==> src/rtl/mdu_pkg.sv <==
// Shared op-code constants, FSM state encoding and op-decode helpers for the iterative MDU.
// Optional multiply-accumulate ops are gated by the MDU_MADD_EN macro.
package mdu_pkg;

  localparam logic [3:0] OP_NOP   = 4'd0;
  localparam logic [3:0] OP_MULT  = 4'd1;
  localparam logic [3:0] OP_MULTU = 4'd2;
  localparam logic [3:0] OP_DIV   = 4'd3;
  localparam logic [3:0] OP_DIVU  = 4'd4;
  localparam logic [3:0] OP_MFHI  = 4'd5;
  localparam logic [3:0] OP_MFLO  = 4'd6;
  localparam logic [3:0] OP_MTHI  = 4'd7;
  localparam logic [3:0] OP_MTLO  = 4'd8;
  localparam logic [3:0] OP_MADD  = 4'd9;
  localparam logic [3:0] OP_MADDU = 4'd10;
  localparam logic [3:0] OP_MSUB  = 4'd11;
  localparam logic [3:0] OP_MSUBU = 4'd12;

  localparam logic [1:0] ST_IDLE = 2'd0;
  localparam logic [1:0] ST_CALC = 2'd1;
  localparam logic [1:0] ST_FIX  = 2'd2;

  function automatic logic is_madd_op(input logic [3:0] op);
    return (op == OP_MADD) || (op == OP_MADDU);
  endfunction

  function automatic logic is_msub_op(input logic [3:0] op);
    return (op == OP_MSUB) || (op == OP_MSUBU);
  endfunction

  function automatic logic is_start_op(input logic [3:0] op);
    logic r;
    r = (op == OP_MULT) || (op == OP_MULTU) || (op == OP_DIV) || (op == OP_DIVU);
`ifdef MDU_MADD_EN
    r = r || is_madd_op(op) || is_msub_op(op);
`endif
    return r;
  endfunction

  // With the accumulate feature off, its reserved codes behave exactly like NOP.
  function automatic logic is_nop_op(input logic [3:0] op);
    logic r;
    r = (op == OP_NOP);
`ifndef MDU_MADD_EN
    r = r || is_madd_op(op) || is_msub_op(op);
`endif
    return r;
  endfunction

  function automatic logic is_div_op(input logic [3:0] op);
    return (op == OP_DIV) || (op == OP_DIVU);
  endfunction

  function automatic logic is_signed_op(input logic [3:0] op);
    logic r;
    r = (op == OP_MULT) || (op == OP_DIV);
`ifdef MDU_MADD_EN
    r = r || (op == OP_MADD) || (op == OP_MSUB);
`endif
    return r;
  endfunction

endpackage

==> src/rtl/mdu_iter_if.sv <==
// D/E-stage facing bus of the iterative MDU: op codes, operands, flush and the
// read-back / busy / stall responses.
interface mdu_iter_if #(
  parameter int unsigned WIDTH = 32
);
  logic [3:0]       op_d;
  logic [3:0]       op_e;
  logic [WIDTH-1:0] data1;
  logic [WIDTH-1:0] data2;
  logic             req;
  logic [WIDTH-1:0] out;
  logic             busy;
  logic             stall;

  modport master (
    output op_d, op_e, data1, data2, req,
    input  out, busy, stall
  );

  modport slave (
    input  op_d, op_e, data1, data2, req,
    output out, busy, stall
  );
endinterface

==> src/rtl/mdu_iter_core.sv <==
// Radix-2 datapath: shift-add multiply or restoring divide on magnitudes, one bit per
// step, plus the iteration counter. {acc_hi, acc_lo} is the product or {rem, quot}.
module mdu_iter_core #(
  parameter int unsigned WIDTH = 32,
  parameter int unsigned CNT_W = $clog2(WIDTH) + 1
) (
  input  logic             clk,
  input  logic             reset,
  input  logic             load,
  input  logic             step,
  input  logic             div_op,
  input  logic [WIDTH-1:0] op_a,
  input  logic [WIDTH-1:0] op_b,
  output logic [WIDTH-1:0] acc_hi,
  output logic [WIDTH-1:0] acc_lo,
  output logic             last
);

  logic [WIDTH-1:0] hi_q, hi_d, lo_q, lo_d, m_q, m_d;
  logic             div_q, div_d;
  logic [CNT_W-1:0] cnt_q, cnt_d;
  logic [WIDTH:0]   sum;
  logic [WIDTH:0]   rem_s;
  logic             ge;

  always_comb begin
    sum   = {1'b0, hi_q} + {1'b0, (lo_q[0] ? m_q : '0)};
    rem_s = {hi_q, lo_q[WIDTH-1]};
    ge    = rem_s >= {1'b0, m_q};

    hi_d  = hi_q;
    lo_d  = lo_q;
    m_d   = m_q;
    div_d = div_q;
    cnt_d = cnt_q;

    if (load) begin
      // Multiply keeps the multiplier in lo; divide keeps the dividend there.
      hi_d  = '0;
      lo_d  = div_op ? op_a : op_b;
      m_d   = div_op ? op_b : op_a;
      div_d = div_op;
      cnt_d = '0;
    end else if (step) begin
      cnt_d = cnt_q + CNT_W'(1);
      if (div_q) begin
        // rem < 2*divisor, so the difference always fits back into WIDTH bits.
        hi_d = ge ? (rem_s[WIDTH-1:0] - m_q) : rem_s[WIDTH-1:0];
        lo_d = {lo_q[WIDTH-2:0], ge};
      end else begin
        hi_d = sum[WIDTH:1];
        lo_d = {sum[0], lo_q[WIDTH-1:1]};
      end
    end
  end

  always_ff @(posedge clk) begin
    if (reset) begin
      hi_q  <= '0;
      lo_q  <= '0;
      m_q   <= '0;
      div_q <= 1'b0;
      cnt_q <= '0;
    end else begin
      hi_q  <= hi_d;
      lo_q  <= lo_d;
      m_q   <= m_d;
      div_q <= div_d;
      cnt_q <= cnt_d;
    end
  end

  assign acc_hi = hi_q;
  assign acc_lo = lo_q;
  assign last   = (cnt_q == CNT_W'(WIDTH - 1));

endmodule

==> src/rtl/mdu_iter.sv <==
// Iterative E-stage multiply/divide unit owning HI/LO, with D-stage stall and mf/mt access.
// Define MDU_MADD_EN to accept MADD/MADDU/MSUB/MSUBU accumulate ops.
module mdu_iter
  import mdu_pkg::*;
#(
  parameter int unsigned WIDTH = 32,
  localparam int unsigned CNT_W = $clog2(WIDTH) + 1
) (
  input logic        clk,
  input logic        reset,
  mdu_iter_if.slave  bus
);

  logic [1:0]         state_q, state_d;
  logic [WIDTH-1:0]   hi_q, hi_d, lo_q, lo_d;
  logic [3:0]         op_q, op_nxt;
  logic               neg_res_q, neg_res_d, neg_rem_q, neg_rem_d, div_zero_q, div_zero_d;

  logic               busy, start, sgn, neg_a, neg_b, core_last;
  logic [WIDTH-1:0]   abs_a, abs_b, acc_hi, acc_lo;
  logic [2*WIDTH-1:0] prod_fix;

  assign busy  = (state_q != ST_IDLE);
  assign start = is_start_op(bus.op_e) && !busy && !bus.req;

  assign sgn   = is_signed_op(bus.op_e);
  assign neg_a = sgn & bus.data1[WIDTH-1];
  assign neg_b = sgn & bus.data2[WIDTH-1];
  assign abs_a = neg_a ? -bus.data1 : bus.data1;
  assign abs_b = neg_b ? -bus.data2 : bus.data2;

  mdu_iter_core #(
    .WIDTH (WIDTH),
    .CNT_W (CNT_W)
  ) u_core (
    .clk    (clk),
    .reset  (reset),
    .load   (start),
    .step   (state_q == ST_CALC),
    .div_op (is_div_op(bus.op_e)),
    .op_a   (abs_a),
    .op_b   (abs_b),
    .acc_hi (acc_hi),
    .acc_lo (acc_lo),
    .last   (core_last)
  );

  assign prod_fix = neg_res_q ? -{acc_hi, acc_lo} : {acc_hi, acc_lo};

  always_comb begin
    state_d    = state_q;
    hi_d       = hi_q;
    lo_d       = lo_q;
    op_nxt     = op_q;
    neg_res_d  = neg_res_q;
    neg_rem_d  = neg_rem_q;
    div_zero_d = div_zero_q;

    case (state_q)
      ST_IDLE: begin
        if (start) begin
          state_d    = ST_CALC;
          op_nxt     = bus.op_e;
          neg_res_d  = neg_a ^ neg_b;
          neg_rem_d  = neg_a & is_div_op(bus.op_e);
          div_zero_d = (bus.data2 == '0);
        end else if (!bus.req) begin
          if (bus.op_e == OP_MTHI) hi_d = bus.data1;
          if (bus.op_e == OP_MTLO) lo_d = bus.data1;
        end
      end
      ST_CALC: begin
        if (core_last) state_d = ST_FIX;
      end
      ST_FIX: begin
        state_d = ST_IDLE;
        if (is_div_op(op_q)) begin
          // Divide by zero leaves the (re-signed) dividend in HI and forces LO to all ones.
          hi_d = neg_rem_q ? -acc_hi : acc_hi;
          lo_d = div_zero_q ? '1 : (neg_res_q ? -acc_lo : acc_lo);
        end else begin
`ifdef MDU_MADD_EN
          if (is_madd_op(op_q))      {hi_d, lo_d} = {hi_q, lo_q} + prod_fix;
          else if (is_msub_op(op_q)) {hi_d, lo_d} = {hi_q, lo_q} - prod_fix;
          else                       {hi_d, lo_d} = prod_fix;
`else
          {hi_d, lo_d} = prod_fix;
`endif
        end
      end
      default: state_d = ST_IDLE;
    endcase
  end

  always_ff @(posedge clk) begin
    if (reset) begin
      state_q    <= ST_IDLE;
      hi_q       <= '0;
      lo_q       <= '0;
      op_q       <= OP_NOP;
      neg_res_q  <= 1'b0;
      neg_rem_q  <= 1'b0;
      div_zero_q <= 1'b0;
    end else begin
      state_q    <= state_d;
      hi_q       <= hi_d;
      lo_q       <= lo_d;
      op_q       <= op_nxt;
      neg_res_q  <= neg_res_d;
      neg_rem_q  <= neg_rem_d;
      div_zero_q <= div_zero_d;
    end
  end

  always_comb begin
    bus.out = '0;
    if (bus.op_e == OP_MFHI)      bus.out = hi_q;
    else if (bus.op_e == OP_MFLO) bus.out = lo_q;
  end

  assign bus.busy  = busy;
  assign bus.stall = (busy || is_start_op(bus.op_e)) && !is_nop_op(bus.op_d);

endmodule
==> src/flat_wrapper.sv <==
// flat-port wrapper written by rule: the top's interface ports become plain ports
module mdu_iter_flat import mdu_pkg::*;
#(
  parameter int unsigned WIDTH = 32,
  localparam int unsigned CNT_W = $clog2(WIDTH) + 1
)
  (clk, reset, bus_op_d, bus_op_e, bus_data1, bus_data2, bus_req, bus_out, bus_busy, bus_stall);
  mdu_iter_if #(.WIDTH(WIDTH)) bus_i ();
  input logic clk;
  input logic reset;
  input wire logic [$bits(bus_i.op_d)-1:0] bus_op_d;
  input wire logic [$bits(bus_i.op_e)-1:0] bus_op_e;
  input wire logic [$bits(bus_i.data1)-1:0] bus_data1;
  input wire logic [$bits(bus_i.data2)-1:0] bus_data2;
  input wire logic [$bits(bus_i.req)-1:0] bus_req;
  output wire logic [$bits(bus_i.out)-1:0] bus_out;
  output wire logic [$bits(bus_i.busy)-1:0] bus_busy;
  output wire logic [$bits(bus_i.stall)-1:0] bus_stall;
  assign bus_i.op_d = bus_op_d;
  assign bus_i.op_e = bus_op_e;
  assign bus_i.data1 = bus_data1;
  assign bus_i.data2 = bus_data2;
  assign bus_i.req = bus_req;
  assign bus_out = bus_i.out;
  assign bus_busy = bus_i.busy;
  assign bus_stall = bus_i.stall;
  mdu_iter #(.WIDTH(WIDTH)) u_core (.clk(clk), .reset(reset), .bus(bus_i));
endmodule
==> config.mk <==
export PLATFORM = sky130hd
export DESIGN_NAME = mdu_iter_flat
export DESIGN_NICKNAME = d
export VERILOG_FILES = /design/src/rtl/mdu_pkg.sv /design/src/rtl/mdu_iter_if.sv /design/src/rtl/mdu_iter_core.sv /design/src/rtl/mdu_iter.sv /design/src/flat_wrapper.sv
export SDC_FILE = /design/constraint.sdc
export NUM_CORES = 1
export LEC_CHECK = 0
export BUFFER_PORTS_ARGS = -buffer_cell sky130_fd_sc_hd__buf_2
export CAP_MARGIN = 25
export CORE_MARGIN = 8
export CORE_UTILIZATION = 40
export CTS_BUF_LIST = sky130_fd_sc_hd__clkbuf_4 sky130_fd_sc_hd__clkbuf_8
export DETAILED_ROUTE_END_ITERATION = 7
export GPL_TIMING_DRIVEN = 0
export RECOVER_POWER = 100
export REMOVE_ABC_BUFFERS = 1
export SLEW_MARGIN = 20
export SYNTH_ARGS = -nofsm -noshare
export SYNTH_HDL_FRONTEND = slang
export SYNTH_SLANG_ARGS = --single-unit
==> constraint.sdc <==
create_clock -name clk -period 3.8 [get_ports clk]
set_input_delay 0.19 -clock clk [delete_from_list [all_inputs] [get_ports clk]]
set_output_delay 0.19 -clock clk [all_outputs]
set_load 0.02 [all_outputs]
; ---- After elaboration in Yosys (flattened, before gate mapping)
; Cells that the tools add are included.
[totals]
input_bits = 75
elab_cells = 105
register_bits = 176
out_inout_bits = 34
[op_classes]
reduce_logical = 28
n_mux = 29
order_cmp = 1
eq_ne = 23
add_sub_neg = 8
bitwise = 4
[ops]
columns = cell, count
row1 = $mux 32, 23
row2 = $neg 32->32, 4
row3 = $pmux 32 s2, 2
row4 = $mux 64, 1
row5 = $neg 64->64, 1
row6 = $add 32x32->33, 1
row7 = $ge 33x32->1, 1
row8 = $logic_not 32->1, 1
row9 = $sub 32x32->32, 1
row10 = $eq 4x3->1 const B, 5
row11 = $eq 4x4->1 const B, 5
row12 = $eq 4x2->1 const B, 3
row13 = $logic_or 1x1->1, 11
row14 = $ne 2x1->1 const B, 4
row15 = $reduce_and 4->1, 2
row16 = $add 6x1->6 const B, 1
row17 = $eq 6x5->1 const B, 1
row18 = $reduce_bool 2->1, 3
row19 = $eq 4x1->1 const B, 1
row20 = $logic_not 4->1, 1
row21 = $mux 2, 2
row22 = $ne 2x2->1 const B, 2
row23 = $pmux 2 s2, 1
row24 = $reduce_and 2->1, 2
row25 = other kinds (8), 14

; ---- Longest topological paths before layout
[depth]
ltp_word = 8
mapped_depth = 14
depth_no_buf = 12

; ---- Cells and area by module
; From an unflattened synthesis, not the netlist that was laid out.
[hier_totals]
cells_unflattened = 2021
hier_area_um2 = 15628.7
[by_module_without_submodules]
columns = mod, area_each_um2, cells_per_inst, n_inst, seq_area_each_um2
row1 = mdu_iter_core, 9018.6, 1138, 1, 2062.0
row2 = mdu_iter, 6610.1, 883, 1, 1461.4

; ---- Worst setup path before layout
; OpenSTA, ideal clock, no wires.
[synth_path]
path_type = register to register
from = reg u_core.u_core.lo_q[0], in the netlist u_core.u_core.acc_lo[0]
to = reg u_core.u_core.hi_q[29], in the netlist u_core.u_core.acc_hi[29]
slack_ns = 0.704
n_path_buf = 1
t_required_ns = 3.714
synth_period_minus_slack_ns = 3.096
t_arrival_ns = 3.010
setup_ns = 0.086
path_stages_with_launch = 14
path_cell_list = dfxtp_1 inv_1 clkbuf_1 nor2_1 ha_1 a21o_1 a221oi_1 o211a_1 o211ai_1 a211o_1 a21oi_1 o21ai_0 xnor2_1 a211oi_1
[synth_between]
elab_chain_len = 3
[synth_lines]
columns = item, line_no
row1 = from (decl), mdu_iter_core.sv:19  ; logic [WIDTH-1:0] hi_q, hi_d, lo_q, lo_d, m_q, m_d;
row2 = from (signal assigned), mdu_iter_core.sv:66  ; lo_q <= lo_d;
row3 = $mux 32, mdu_iter_core.sv:27  ; sum = {1'b0, hi_q} + {1'b0, (lo_q[0] ? m_q : '0)};
row4 = $add 32x32->33, mdu_iter_core.sv:27
row5 = $mux 32, mdu_iter_core.sv:46  ; if (div_q) begin
row6 = to (signal assigned), mdu_iter_core.sv:65  ; hi_q <= hi_d;
row7 = to (decl), mdu_iter_core.sv:19
; Every way passes these cells.
; A chain may end at the register's enable or synchronous reset.

; ---- Worst setup path in the final report
[layout_path]
from = reg u_core.u_core.lo_q[25], in the netlist u_core.u_core.acc_lo[25]
to = reg u_core.hi_q[21]
[layout_between]
elab_chain_len = 4
[layout_lines]
columns = item, line_no
row1 = $neg 64->64, mdu_iter.sv:48  ; assign prod_fix = neg_res_q ? -{acc_hi, acc_lo} : {acc_hi, acc_lo};
row2 = $mux 64, mdu_iter.sv:48
row3 = $mux 32, mdu_iter.sv:77  ; if (is_div_op(op_q)) begin
row4 = $pmux 32 s2, mdu_iter.sv:59  ; case (state_q)
row5 = to (signal assigned), mdu_iter.sv:106  ; hi_q <= hi_d;
row6 = to (decl), mdu_iter.sv:15  ; logic [WIDTH-1:0] hi_q, hi_d, lo_q, lo_d;
; Every way passes these cells.

==> flow_metrics.py <==
metrics = {
    "timing": {
        "post-route-period-util_pct": 99.7,
        "slew_headroom_pct": -4.93,
        "setup_slack_ns": 0.00977,
        "max_slew.worst_pin.slew_ns": 1.57,
        "rsz0062_at_grt": "false",
        "slew_viol_final": 15,
        "max_freq_mhz": 264,
        "finClkSkew_ns": 0.0173,
        "finalSetupViolCount": 0,
        "fin_crit_ns": 3.79,
        "hold_viol": 0,
    },
    "drt": {
        "viasPerCell": 6.10,
        "route.detailed.drc": 0,
        "drt_iter0_drc": 1325,
        "vias": 16000,
        "routed_wl_um": 56400,
        "dr.pass1.iters": 5,
        "wl_per_cell_um": 21.4,
        "antenna_left": 0,
    },
    "yosys": {
        "synth-main-ff-cell": "dfxtp_1",
        "synth_edf_count": 0,
        "async_reset_ff_share_pct": 0,
        "ys_warn_count": 0,
        "syn_inst": 2094,
        "ys_seq_elements": 176,
        "syn_area_um2": 15100,
        "ys_seq_area_share_pct": 23.4,
        "synth_cell_types": 74,
        "avgSynthCellArea_um2": 7.21,
    },
    "setup_path": {
        "worstPathMaxFanout": 8,
        "start_kind": "flip-flop",
        "crit_buf_inv": 0,
        "end_kind": "flip-flop",
        "critPathMostFrequentCell": "or4_1",
        "critPathTopFamily": "simple AND/OR/NAND/NOR gates",
        "cp_cell_sequence": "or4_1, or4_1, o21ai_0, nand3_1, a32oi_1, a41oi_1, xnor2_1, a21o_1, a21oi_1",
        "critPathSlowestCell": "or4_1",
        "critPathArrivalTime_ns": 4.16,
        "critical_path.max_stage_delay_ns": 0.66,
        "crit_required_ns": 4.17,
        "critPathKind": "flip-flop to flip-flop",
    },
    "placed_design": {
        "dp.cells": 2593,
        "place_congestion": 0.911,
        "dp_hpwl_um": 42900,
        "pre_cts_ws_ns": -0.0609,
        "io_buffers": 108,
    },
    "floorplanning": {
        "die-area_um2": 44200,
        "die_w_um": 210,
        "io_pins": 109,
        "core_area_um2": 37400,
        "start_util_pct": 40.3,
        "die_h_um": 210,
        "num_rows": 71,
    },
    "clocking": {
        "cts_root_buffer": "clkbuf_8",
        "cts.path.max_buffers": 2,
        "clk_pin_slew_ns": 0.10,
        "cts_tree": "done",
        "htree_levels": 4,
        "cts.sinks": 176,
        "clk-insertion-delay-late_ns": 0.48,
        "cts-buffers-inserted": 17,
    },
    "global_route": {
        "grt_pass1_wl_um": 86900,
        "grt_max_degree": 71,
        "antenna_found_initial": 0,
        "grt.total_usage_pct": 24.6,
        "grt-ovfl-total": 0,
        "grt_pass1_vias": 15000,
    },
    "cells_and_area": {
        "drive_gt1_share_pct": 8.59,
        "most-common-layout-cells": "nand2_1 (241), nor2_1 (233), a21oi_1 (229)",
        "syn2layout_area_growth_pct": 10.2,
        "layout_commonest_cell": "nand2_1",
        "nNetsFinal": 2251,
        "antenna_cells": 0,
        "final_cells": 2629,
        "fillers": 3842,
    },
    "run_status": {
        "status": "complete, but fails checks",
        "violations": "max-capacitance violations, max-slew violations",
    },
    "power": {
        "p_leak_nw": 6.20,
        "p_per_area_nw_per_um2": 317,
        "vdd_ir_drop_max_uv": 232,
    },
    "run": {
        "drv_cap": 1,
    },
    "worst_hold_path": {
        "min_path_type": "primary input to flip-flop",
    },
}
-- through the flow --
step | hold slack, ns | total power [mW] | util [%] | area (um2) | TNS (ns)
floorplan | 0.259 | 3.29 | - | 14500 | -19.87
global placement | 0.440 | 3.84 | 42.0 | 15700 | -394.13
detailed placement | 0.446 | 3.92 | 43.5 | 16300 | -0.196
CTS | 0.00253 | 5.25 | 44.6 | 16700 | 0
global route | 0.0135 | 5.54 | 44.5 | 16600 | 0
finish | 0.0295 | 5.27 | 44.5 | 16600 | 0
-- final timing paths --
| kind | from | end | slack, ns | depth (start not counted) |
|---|---|---|---|---|
| setup reg to reg | u_core.u_core.acc_lo[25]$_SDFFE_PP0P_ | u_core.hi_q[21]$_SDFFE_PP0P_ | 0.01 | 9 |
| setup / recovery | u_core.u_core.acc_lo[25]$_SDFFE_PP0P_ | u_core.hi_q[21]$_SDFFE_PP0P_ | 0.01 | 9 |
| hold reg to reg | u_core.lo_q[0]$_SDFFE_PP0P_ | u_core.lo_q[0]$_SDFFE_PP0P_ | 0.46 | 2 |
| hold / removal | bus_data1[5] | u_core.hi_q[5]$_SDFFE_PP0P_ | 0.03 | 3 |
-- registers in the layout, summed over array words and instances, names as in the netlist --
register,cells
u_core.u_core.div_q,1
u_core.u_core.m_q,32
u_core.state_q,2
u_core.neg_res_q,1
u_core.u_core.acc_hi,32
u_core.u_core.acc_lo,32
u_core.op_q,4
u_core.lo_q,32
u_core.u_core.cnt_q,6
u_core.neg_rem_q,1
u_core.hi_q,32
u_core.div_zero_q,1
-- worst reg2reg max path, delay by kind of cell, from the launching register on --
kind | cells | cell delay [ns]
flops | 1 | 0.40
simple gates | 3 | 1.44
xor+xnor | 1 | 0.43
compound gates | 5 | 1.39
-- synth_stat cells (all sizes together) (5+ instances only) --
master,instances,area [um2]
nand2,241,905
nor2,236,886
a21oi,232,1160
dfxtp,176,3520
clkbuf,128,480
o21ai,124,624
xnor2,109,955
o211ai,73,548
xor2,73,639
ha,69,863
inv,57,214
mux2i,49,490
a21o,42,315
a211oi,39,293
nor3,38,195
nand3,34,170
a22o,33,289
o221ai,25,219
a31oi,24,150
nor4,23,156
o31ai,23,178
o22ai,22,138
or3,20,130
buf,17,77.6
nand2b,17,106
and2,13,81.3
nand4,13,81.3
or4,13,101
o41ai,12,113
a2111oi,11,96.3
a311oi,10,87.6
nor2b,9,56.3
and3,8,50.1
o21a,8,60.1
or2,8,50.1
o21bai,7,52.6
nor3b,6,45.0
a22oi,5,37.5
-- report_power, final --
part	total, mW	internal [mW]	switching [mW]
clock	1.34	0.571	0.770
sequential	2.04	1.92	0.125
combinational	1.89	0.723	1.16
total	5.27	3.21	2.06
-- logic make-up after synthesis --
| kind of cell | synth area share, % |
|---|---|
| AO/OA/AOI/OAI | 30.7 |
| XOR/XNOR | 10.6 |
| adder cells (fa/ha/maj) | 5.99 |
| buffers and inverters | 5.12 |
| flip-flops | 23.4 |
| multiplexers | 3.55 |
| AND/OR/NAND/NOR | 20.7 |
-- metal layers --
| layer | GRT usage, % | wire (um) | up-vias |
|---|---|---|---|
| met5 | 0 | 0 | - |
| li1 | - | - | 7641 |
| met2 | 41.0 | 26200 | 675 |
| met4 | 8.00 | 1430 | 0 |
| met1 | 32.9 | 24800 | 7629 |
| met3 | 2.82 | 3960 | 83 |
-- timing repair --
| action | CTS | global route |
|---|---|---|
| hold endpoints to repair | 2 | 0 |
| hold buffers | 2 | 0 |
| gates resized for setup | 2 | 8 |
| buffers inserted | 0 | 2 |
| setup endpoints to repair | 4 | 11 |
-- area by class of cell --
type                            count  area [um2]  share of cell area, %
Clock buffer                       21         277                   1.66
Multi-Input combinational cell   1716       10900                   65.5
Clock inverter                     11         108                  0.647
Sequential cell                   176        3530                   21.2
Inverter                           57         218                   1.31
Tap cell                          511         639                   3.85
Timing Repair Buffer              137         971                   5.84
Power figures use the tool's default switching activity.
